## src/rtl/bfp16_pkg.sv

```systemverilog
// Shared types for the BFP16 operand stream merge slice.
package bfp16_pkg;

   localparam int BFP16_W = 16;

   typedef logic [BFP16_W-1:0] bfp16_t;

   typedef enum logic [1:0] {
      IDLE,
      LOCK0,
      LOCK1
   } merge_state_t;

endpackage

```

## src/rtl/bfp16_rr_arb.sv

```systemverilog
// Round-robin 2:1 arbiter with atomic bursts of BURST_LEN beats.
module bfp16_rr_arb
   import bfp16_pkg::*;
#(
   parameter int BURST_LEN = 4
) (
   input  logic clk,
   input  logic rst_n,
   input  logic v0_i,
   input  logic v1_i,
   input  logic load_en_i,
   output logic grant_o,
   output logic burst_active_o
);

   merge_state_t state_q, state_d;
   logic [7:0]   beat_cnt_q, beat_cnt_d;
   logic         last_src_q, last_src_d;
   logic         accept;
   logic [7:0]   last_beat;

   assign last_beat = 8'(BURST_LEN - 1);

   always_ff @(posedge clk or negedge rst_n) begin
      if (!rst_n) begin
         state_q    <= IDLE;
         beat_cnt_q <= '0;
         last_src_q <= 1'b1;
      end else begin
         state_q    <= state_d;
         beat_cnt_q <= beat_cnt_d;
         last_src_q <= last_src_d;
      end
   end

   // A locked burst keeps the grant even while its owner is idle.
   always_comb begin
      grant_o = last_src_q;
      unique case (state_q)
         LOCK0:   grant_o = 1'b0;
         LOCK1:   grant_o = 1'b1;
         default: begin
            if (v0_i && v1_i) grant_o = !last_src_q;
            else if (v0_i)    grant_o = 1'b0;
            else if (v1_i)    grant_o = 1'b1;
         end
      endcase
      burst_active_o = (state_q != IDLE);
   end

   assign accept = load_en_i & (grant_o ? v1_i : v0_i);

   always_comb begin
      state_d    = state_q;
      beat_cnt_d = beat_cnt_q;
      last_src_d = last_src_q;
      if (accept) begin
         if (state_q == IDLE) begin
            if (BURST_LEN == 1) begin
               last_src_d = grant_o;
            end else begin
               state_d    = grant_o ? LOCK1 : LOCK0;
               beat_cnt_d = 8'd1;
            end
         end else if (beat_cnt_q == last_beat) begin
            state_d    = IDLE;
            beat_cnt_d = '0;
            last_src_d = grant_o;
         end else begin
            beat_cnt_d = beat_cnt_q + 8'd1;
         end
      end
   end

endmodule

```

## src/rtl/bfp16_stream_merge.sv

```systemverilog
// 2:1 BFP16 stream merge: round-robin burst arbiter feeding one
// registered, source-tagged output stage.
module bfp16_stream_merge
   import bfp16_pkg::*;
#(
   parameter int DATA_TYPE = BFP16_W,
   parameter int BURST_LEN = 4
) (
   input  logic                 clk,
   input  logic                 rst_n,
   input  logic [DATA_TYPE-1:0] in0_data,
   input  logic                 in0_valid,
   output logic                 in0_ready,
   input  logic [DATA_TYPE-1:0] in1_data,
   input  logic                 in1_valid,
   output logic                 in1_ready,
   output logic [DATA_TYPE-1:0] out_data,
   output logic                 out_src,
   output logic                 out_valid,
   input  logic                 out_ready,
   output logic                 burst_active
);

   logic                 load_en;
   logic                 grant;
   logic                 acc0, acc1;
   logic [DATA_TYPE-1:0] out_data_q, out_data_d;
   logic                 out_src_q, out_src_d;
   logic                 out_valid_q, out_valid_d;

   bfp16_rr_arb #(
      .BURST_LEN (BURST_LEN)
   ) u_arb (
      .clk            (clk),
      .rst_n          (rst_n),
      .v0_i           (in0_valid),
      .v1_i           (in1_valid),
      .load_en_i      (load_en),
      .grant_o        (grant),
      .burst_active_o (burst_active)
   );

   assign load_en   = !out_valid_q | out_ready;
   assign in0_ready = load_en & ~grant;
   assign in1_ready = load_en & grant;
   assign acc0      = in0_valid & in0_ready;
   assign acc1      = in1_valid & in1_ready;

   // Defaults hold the register, which is exactly the stall behaviour.
   always_comb begin
      out_data_d  = out_data_q;
      out_src_d   = out_src_q;
      out_valid_d = out_valid_q;
      if (load_en) begin
         out_valid_d = acc0 | acc1;
         if (acc1) begin
            out_data_d = in1_data;
            out_src_d  = 1'b1;
         end else if (acc0) begin
            out_data_d = in0_data;
            out_src_d  = 1'b0;
         end
      end
   end

   always_ff @(posedge clk or negedge rst_n) begin
      if (!rst_n) begin
         out_data_q  <= '0;
         out_src_q   <= 1'b0;
         out_valid_q <= 1'b0;
      end else begin
         out_data_q  <= out_data_d;
         out_src_q   <= out_src_d;
         out_valid_q <= out_valid_d;
      end
   end

   assign out_data  = out_data_q;
   assign out_src   = out_src_q;
   assign out_valid = out_valid_q;

endmodule
```

## config.mk

```make
export PLATFORM = sky130hd
export DESIGN_NAME = bfp16_stream_merge
export DESIGN_NICKNAME = d
export VERILOG_FILES = /design/src/rtl/bfp16_pkg.sv /design/src/rtl/bfp16_rr_arb.sv /design/src/rtl/bfp16_stream_merge.sv
export SDC_FILE = /design/constraint.sdc
export NUM_CORES = 1
export LEC_CHECK = 0
export ABC_AREA = 1
export CORE_AREA = 4 4 87 89
export CTS_BUF_LIST = sky130_fd_sc_hd__clkbuf_8
export DETAILED_ROUTE_END_ITERATION = 12
export DIE_AREA = 0 0 91 93
export PLACE_DENSITY = 0.53
export SLEW_MARGIN = 20
export SYNTH_ARGS = -nofsm -noshare
export SYNTH_HDL_FRONTEND = slang
export SYNTH_HIERARCHICAL = 1
export SYNTH_SLANG_ARGS = --single-unit
```

## constraint.sdc

```tcl
create_clock -name clk -period 2.06 [get_ports clk]
set_input_delay 0.515 -clock clk [delete_from_list [all_inputs] [get_ports clk]]
set_output_delay 0.515 -clock clk [all_outputs]
set_load 0.005 [all_outputs]
```

Yosys cells after proc, flatten, opt, wreduce, memory -nomap -nowiden
Cells that the tools add are included.
{"block": "totals", "out_inout_bits": 21, "regBits": 29, "input_bits": 37, "word_cells": 43}
{"block": "op_classes", "eq_ne": 3, "muxes": 14, "addsub": 1, "n_reduce_logical": 10, "bitwise_logic": 9}
{"operator": "16-bit 2-to-1 mux", "n": 2}
{"operator": "8-bit 2-to-1 mux", "n": 2}
{"operator": "8-bit by 1-bit adder with 8-bit output, second input constant", "n": 1}
{"operator": "8-bit by 2-bit == test with 1-bit output, second input constant", "n": 1}
{"operator": "1-bit 2-to-1 mux", "n": 6}
{"operator": "2-bit 2-to-1 mux", "n": 3}
{"operator": "2-bit nonzero test", "n": 3}
{"operator": "1-bit AND", "n": 5}
{"operator": "2-bit AND reduction", "n": 2}
{"operator": "3-bit AND reduction", "n": 1}
{"operator": "2-bit by 1-bit == test with 1-bit output, second input constant", "n": 1}
{"operator": "2-bit == test, second input constant", "n": 1}
{"operator": "1-bit zero test", "n": 2}
{"operator": "2-bit zero test", "n": 1}
{"operator": "1-bit NOT", "n": 2}
{"operator": "1-bit bitwise OR", "n": 2}
{"operator": "1-bit case mux with 2 select lines", "n": 1}
{"operator": "1-bit logical AND", "n": 1}

Logic depth before layout (Yosys ltp)
Gate-level depths: netlist of the first run.
{"block": "depth", "ltp_word": 9, "mapped_depth": 13}

Cells and area by module
Netlist of the first run, hierarchy kept.
{"mod": "bfp16_stream_merge", "instances": 1, "area_per_inst_um2": 1127.3, "cells_per_inst": 151}
{"mod": "bfp16_rr_arb", "instances": 1, "area_per_inst_um2": 788.3, "cells_per_inst": 99}

Worst setup path before layout of the first run
OpenSTA, ideal clock, no wires.
{"block": "synth_path", "path_kind": "register to output", "start": "reg u_arb.state_q[0]", "end": "out in0_ready", "path_slack_ns": 0.093, "stages_incl_launch_ff": 9, "t_required_ns": 1.545, "arrival_ns": 1.452, "cell_sequence": "dfrtp_1 > inv_1 > ha_1 > inv_2 > nand3_2 > nand2_4 > buf_4 > clkbuf_1 > a21oi_1"}
{"block": "synth_via", "elab_chain_cells": 4, "elab_cells_between_ends": 5, "cone_classes": "2 x eq/ne; 1 x mux; 2 x bitwise"}
{"element": "start, declared", "line_no": "bfp16_rr_arb.sv:16", "rtl": "merge_state_t state_q, state_d;"}
{"element": "start signal, assigned", "line_no": "bfp16_rr_arb.sv:30", "rtl": "state_q <= state_d;"}
{"element": "2-bit == test / 2-bit by 1-bit == test with 1-bit output (equally long branches)", "line_no": "bfp16_rr_arb.sv:39", "rtl": "unique case (state_q)"}
{"element": "1-bit case mux with 2 select lines (*)", "line_no": "bfp16_rr_arb.sv:39"}
{"element": "named net grant", "line_no": "bfp16_stream_merge.sv:25", "rtl": "logic grant;"}
{"element": "1-bit NOT (*)", "line_no": "bfp16_stream_merge.sv:44", "rtl": "assign in0_ready = load_en & ~grant;"}
{"element": "1-bit AND (*)", "line_no": "bfp16_stream_merge.sv:44"}
{"element": "end, declared", "line_no": "bfp16_stream_merge.sv:13", "rtl": "output logic in0_ready,"}
The timed path passes the listed nets; every way through them passes the cells marked *.

Worst setup path after layout of the first run
Ends and elaborated chain as after synthesis.

==> impl_metrics.tcl, run 1 <==
set metrics [dict create \
    outcome "finished, final reports clean" \
    period_share_pct 98.0 \
    dr.pass1.iters 6 \
    netlist_area_mm2 0.00192 \
    hold_viol 0 \
    wl_per_cell_um 11.6 \
    tightest_slew_ns 0.381 \
    finalCriticalPeriod_ns 2.02 \
    p_comb_share_pct 63.4 \
    rrSetupSlack_ns 0.26 \
    synth_top_area_share_pct 36.6 \
    hold_class "flop to flop" \
    grt_pass1_wl_mm 8.09 \
    syn_avg_cell_area_um2 7.66 \
    drt_iter0_markers 48 \
    ys_ff_latch 29 \
    clkTransAtPathRegs_ns 0.06 \
    rsz0062_at_grt "yes" \
    core_mm2 0.00676 \
    cts-root-buf "clkbuf_8" \
    nFillCells 689 \
    reg2regPathDepth 11 \
    max_slew_margin_pct 74.6 \
    grt_overflow_total 0 \
    cts-htree-levels 2 \
    r2r_end "out_data[14]$_DFFE_PN0P_" \
    p_seq_share_pct 25.5 \
    cp-end-kind "output port" \
    drcViolationCount 0 \
    yosysTopAreaCell "dfrtp_1" \
    yosysMostFrequentCell "nand2_1" \
    maxCapViolations 0 \
    first_global_vias 1773 \
    post-route-util_pct 41.5 \
    hold_buffers 0 \
    syn2layout_area_growth_pct 46.4 \
    portBuffers 57 \
    min_to "out_data[8]$_DFFE_PN0P_" \
    ys_async_sr_fraction_pct 100 \
    fp.dieH_um 93 \
    cts_sinks 29 \
    finalPower_mw 3.86 \
    worstSetupPathType "flop to output port" \
    synthCells 250 \
    insertion_delay_ns 0.28 \
    antenna_found_initial 0 \
    synth_edf_count 0 \
    grt_max_degree 30 \
    synth_fp_nets 290 \
    die_w_um 91 \
    ir_worst_vdd_mv 0.540 \
    netlist-cell-type-count 34 \
    p_int_mw 2.24 \
    hpwlAfterDp_mm 3.56 \
    drive_gt1_share_pct 21.6 \
    crit_required_ns 1.54 \
    die-area_mm2 0.00846 \
    hold_path_depth 2 \
    start_util_pct 28.4 \
    ioPinCount 58 \
    grt_usage_pct 11.8 \
    synth_seq_area_share_pct 37.9 \
    sw_frac_of_total_pct 41.9 \
    final_nets 367 \
    crit_arrival_ns 1.50 \
    start_kind "flop" \
    ctsLongestPathBuffers 2 \
    maxClockFrequency_ghz 0.495 \
    synthTopCellsByCount "nand2_1, inv_1, dfrtp_1" \
    reg2reg_from "u_arb/state_q[0]$_DFFE_PN0P_" \
    place_congestion 0.730 \
    setup_viol 0 \
    synth_area_leaders "dfrtp_1, nand2_1, inv_1" \
    switchingPower_mw 1.62 \
    min_from "out_data[8]$_DFFE_PN0P_" \
    n_antenna_cell 0 \
    postRouteAntennaNets 0 \
    synth_ff_type "dfrtp_1" \
    vias 1796 \
    finClkSkew_ns 0.00455 \
    cts_buffers 5 \
    avgViaCountPerCell 4.40 \
    ys_warn_count 6 \
    p_clk_share_pct 11.1 \
    drt-total-wl_mm 4.74 \
    cts_tree "yes" \
    crit_fanout 3 \
    leakage_nw 1.42 \
    p_per_area_mw_per_mm2 1370 \
    slew_viol_final 0 \
    row_count 30 \
]
[power groups by stage]
| stage | clock network (mW) | registers [mW] | logic (mW) |
|---|---|---|---|
| after CTS | 0.456 | 0.980 | 2.43 |
| after global routing | 0.479 | 1.01 | 2.72 |
| after global placement | 0 | 0.983 | 2.37 |
| after floorplan | 0 | 0.992 | 1.40 |
| after detailed placement | 0 | 0.988 | 2.38 |
| final | 0.430 | 0.983 | 2.44 |
[worst max-delay path by stage]
stage | from | end | slack (ns) | cells after the start
2_1_floorplan | u_arb/state_q[0]$_DFFE_PN0P_ | in0_ready | 0.09 | 8
3_3_place_gp | in1_valid | in1_ready | -0.42 | 8
3_5_place_dp | in1_valid | in1_ready | -0.43 | 8
4_1_cts | u_arb/state_q[1]$_DFFE_PN0P_ | in0_ready | 0.02 | 7
5_1_grt | u_arb/state_q[0]$_DFFE_PN0P_ | in0_ready | -0.04 | 7
6_report | u_arb/state_q[0]$_DFFE_PN0P_ | in0_ready | 0.04 | 7
[metrics by stage]
step	worst slack, ns	cell area (µm²)	hold WS [ns]	setup TNS (ns)	std cells
after floorplan	0.0933	1920	0.219	0	250
after global placement	-0.425	2690	0.463	-3.80	398
after detailed placement	-0.428	2690	0.466	-3.93	398
after CTS	0.0165	2780	0.485	0	407
after global routing	-0.0417	2810	0.495	-0.0584	408
final	0.0405	2810	0.480	0	408
[timing repair]
action,4_1_cts,5_1_grt
cloned,0,0
gates resized for setup,13,4
setup endpoints to repair,2,2
buffers inserted,1,1
pin swaps,3,0
[worst max-delay path, stage by stage (launching register included)]
cell,delay (ns)
dfrtp_1,0.36
inv_2,0.06
ha_4,0.28
inv_4,0.04
nand3_4,0.08
nand2_4,0.06
a21oi_1,0.12
clkdlybuf4s15_2,0.22
[state kept, by name (all words and copies together) (netlist names)]
name              flops
u_arb/last_src_q      1
out_src               1
out_valid             1
u_arb/beat_cnt_q      8
u_arb/state_q         2
out_data             16
[layer usage]
| metal | GRT usage (%) | wire [µm] | vias to the layer above |
|---|---|---|---|
| met4 | 4.52 | 87 | 0 |
| li1 | - | - | 945 |
| met1 | 14.0 | 2020 | 791 |
| met3 | 3.14 | 323 | 10 |
| met5 | 0 | 0 | - |
| met2 | 20.2 | 2310 | 50 |
[layout by cell type, fill, tap and decap left out, types with 3 or more instances in the layout]
master / count
buf_4: 21
clkbuf_8: 5
clkdlybuf4s50_1: 53
dfrtp_1: 28
inv_1: 42
inv_2: 3
nand2_1: 68
nand2_2: 15
nand3_1: 27
nand3_4: 3
nand4_1: 20
nor2_1: 6
o21ai_2: 5
[cell type report]
| cell class | count | area, µm² | share of cell area [%] |
|---|---|---|---|
| repair buffers | 80 | 762 | 27.2 |
| multi-input cells | 165 | 951 | 33.9 |
| flip-flops and latches | 29 | 727 | 25.9 |
| clock buffers | 5 | 68.8 | 2.45 |
| clock inverters | 3 | 11.3 | 0.401 |
| well taps | 80 | 100 | 3.57 |
| inverters | 46 | 185 | 6.60 |
[cell families (layout without fill, tap and decap cells)]
family / count (synthesis) / in the layout / share of synthesized area, %
compound gates: 10 / 10 / 3.72
xor+xnor: 2 / 2 / 0.915
fa+ha+maj: 3 / 3 / 1.96
buf+inv: 56 / 134 / 13.9
flops: 29 / 29 / 37.9
simple gates: 150 / 150 / 41.5
Power figures use the tool's default switching activity.
==> run 2: changes to the inputs <==
MAX_ROUTING_LAYER = met4   (was unset)
==> run 2 against run 1 <==
  * Sequential share of layout area is the same
  * Via count grew 0.22%
  * Clock skew is essentially flat
  * Sequential power is essentially flat
  * Fmax is essentially flat
  * Critical path depth is the same
  * Clock power is essentially flat
  * Core utilization is the same
  * Cell count is the same
  * Final area is the same
  * Die area is the same
==> impl_metrics.tcl, run 2 (synthesis results as in run 1) <==
set metrics [dict create \
    drt_iter0_markers 50 \
    start_kind "flop" \
    max_slew_margin_pct 74.7 \
    hpwlAfterDp_mm 3.56 \
    holdWs_ns 0.480 \
    antenna_found_initial 0 \
    grt_pass1_wl_mm 8.08 \
    cts-htree-levels 2 \
    cp_num_buf_inv 3 \
    slew_viol_final 0 \
    layout_commonest_cell "nand2_1" \
    maxCapViolations 0 \
    ir_worst_vdd_mv 0.540 \
    place_congestion 0.739 \
    hold_viol 0 \
    postRouteAntennaNets 0 \
    p_comb_share_pct 63.4 \
    tightest_slew_ns 0.380 \
    fin_tns_setup_ns 0 \
    grt_max_degree 30 \
    drt-total-wl_mm 4.74 \
    switchingPower_mw 1.61 \
    dp_cells 398 \
    ioPinCount 58 \
    grt_overflow_total 0 \
    crit_arrival_ns 1.50 \
    largest_reg_flops 16 \
    n_antenna_cell 0 \
    cts_sinks 29 \
    vias 1800 \
    fp.dieH_um 93 \
    row_count 30 \
    avgViaCountPerCell 4.41 \
    core_mm2 0.00676 \
    cts_buffers 5 \
    portBuffers 57 \
    grt_usage_pct 12.1 \
    p_clk_share_pct 11.1 \
    p_seq_share_pct 25.5 \
    crit_family "flip-flops" \
    sw_frac_of_total_pct 41.9 \
    outcome "finished, final reports clean" \
    drcViolationCount 0 \
    start_util_pct 28.4 \
    hold_class "flop to flop" \
    slowest_delay_ns 0.36 \
    ctsLongestPathBuffers 2 \
    cp-end-kind "output port" \
    worstSetupPathType "flop to output port" \
    crit_fanout 3 \
    wl_per_cell_um 11.6 \
    clkTransAtPathRegs_ns 0.06 \
    insertion_delay_ns 0.28 \
    crit_required_ns 1.54 \
    finalCriticalPeriod_ns 2.02 \
    leakage_nw 1.42 \
    final_nets 367 \
    first_global_vias 1774 \
    crit_chain "inv_2, ha_4, inv_4, nand3_4, nand2_4, a21oi_1, clkdlybuf4s15_2" \
    layout_common_cells "nand2_1, clkdlybuf4s50_1, inv_1" \
    cts_tree "yes" \
    finClkSkew_ns 0.00444 \
    slowest_stage "dfrtp_1" \
    period_share_pct 98.0 \
    syn2layout_area_growth_pct 46.4 \
    p_per_area_mw_per_mm2 1370 \
    cts-root-buf "clkbuf_8" \
    drive_gt1_share_pct 21.6 \
    fin_cells 408 \
    die_w_um 91 \
    dr.pass1.iters 6 \
    die-area_mm2 0.00846 \
    rsz0062_at_grt "yes" \
    maxClockFrequency_ghz 0.495 \
    setup_viol 0 \
    p_int_mw 2.24 \
]
==> run 2: tightest hold or removal path, delay by kind of cell, from the launching register on <==
family	cells	cell delay [ns]
DFF	1	0.34
and+or+nand+nor	2	0.10
==> run 2: metal layers <==
layer  GRT usage [%]  vias up  wire length (µm)
met4            4.52        0                85
met3            3.14       10               316
met5               -        -                 0
met2            20.2       48              2310
li1                -      945                 -
met1            14.0      797              2030
==> run 2: worst paths after layout <==
path                                         startpoint                              end  slack, ns  cells after the start
setup / recovery           u_arb/state_q[0]$_DFFE_PN0P_                        in0_ready       0.04                      7
hold / removal                  out_data[8]$_DFFE_PN0P_          out_data[8]$_DFFE_PN0P_       0.48                      2
setup reg to reg           u_arb/state_q[0]$_DFFE_PN0P_         out_data[14]$_DFFE_PN0P_       0.25                     11
hold reg to reg                 out_data[8]$_DFFE_PN0P_          out_data[8]$_DFFE_PN0P_       0.48                      2
max in group asynchronous                         rst_n     u_arb/last_src_q$_DFFE_PN1P_       1.13                      2
min in group asynchronous                         rst_n  u_arb/beat_cnt_q[7]$_DFFE_PN0P_       0.62                      2
==> run 2: final cells by class <==
type / count / area (µm²)
sequential: 29 / 727
tap: 80 / 100
inverter: 46 / 185
clock inverter: 3 / 11.3
fill: 689 / 3950
clock buffer: 5 / 68.8
timing repair buffer: 80 / 762
multi-input combinational: 165 / 951
==> run 2: through the flow <==
stage	utilization, %	power, mW	setup WS, ns	area (µm²)
6_report	41.5	3.86	0.0418	2810
3_3_place_gp	39.7	3.36	-0.425	2690
5_1_grt	41.5	4.21	-0.0416	2810
3_5_place_dp	39.7	3.37	-0.428	2690
4_1_cts	41.2	3.87	0.0165	2780
2_1_floorplan	-	2.39	0.0933	1920
==> run 2: repair_timing <==
action / CTS / global route
resized for setup: 13 / 4
pin swaps: 3 / 0
setup buffers: 1 / 1
hold buffers: 0 / 0
endpoints found under the setup margin: 2 / 2
==> run 2: power by group through the flow <==
stage | Clock (mW) | Sequential [mW] | Combinational [mW]
3_3_place_gp | 0 | 0.983 | 2.37
5_1_grt | 0.479 | 1.01 | 2.72
6_report | 0.429 | 0.983 | 2.44
4_1_cts | 0.456 | 0.980 | 2.43
2_1_floorplan | 0 | 0.992 | 1.40
3_5_place_dp | 0 | 0.988 | 2.38
==> run 3: changes to the inputs <==
CTS_CLUSTER_DIAMETER = 60   (was unset)
==> results of run 3 <==
Same layout as run 2: the final DEF is identical, and so are final timing and power.
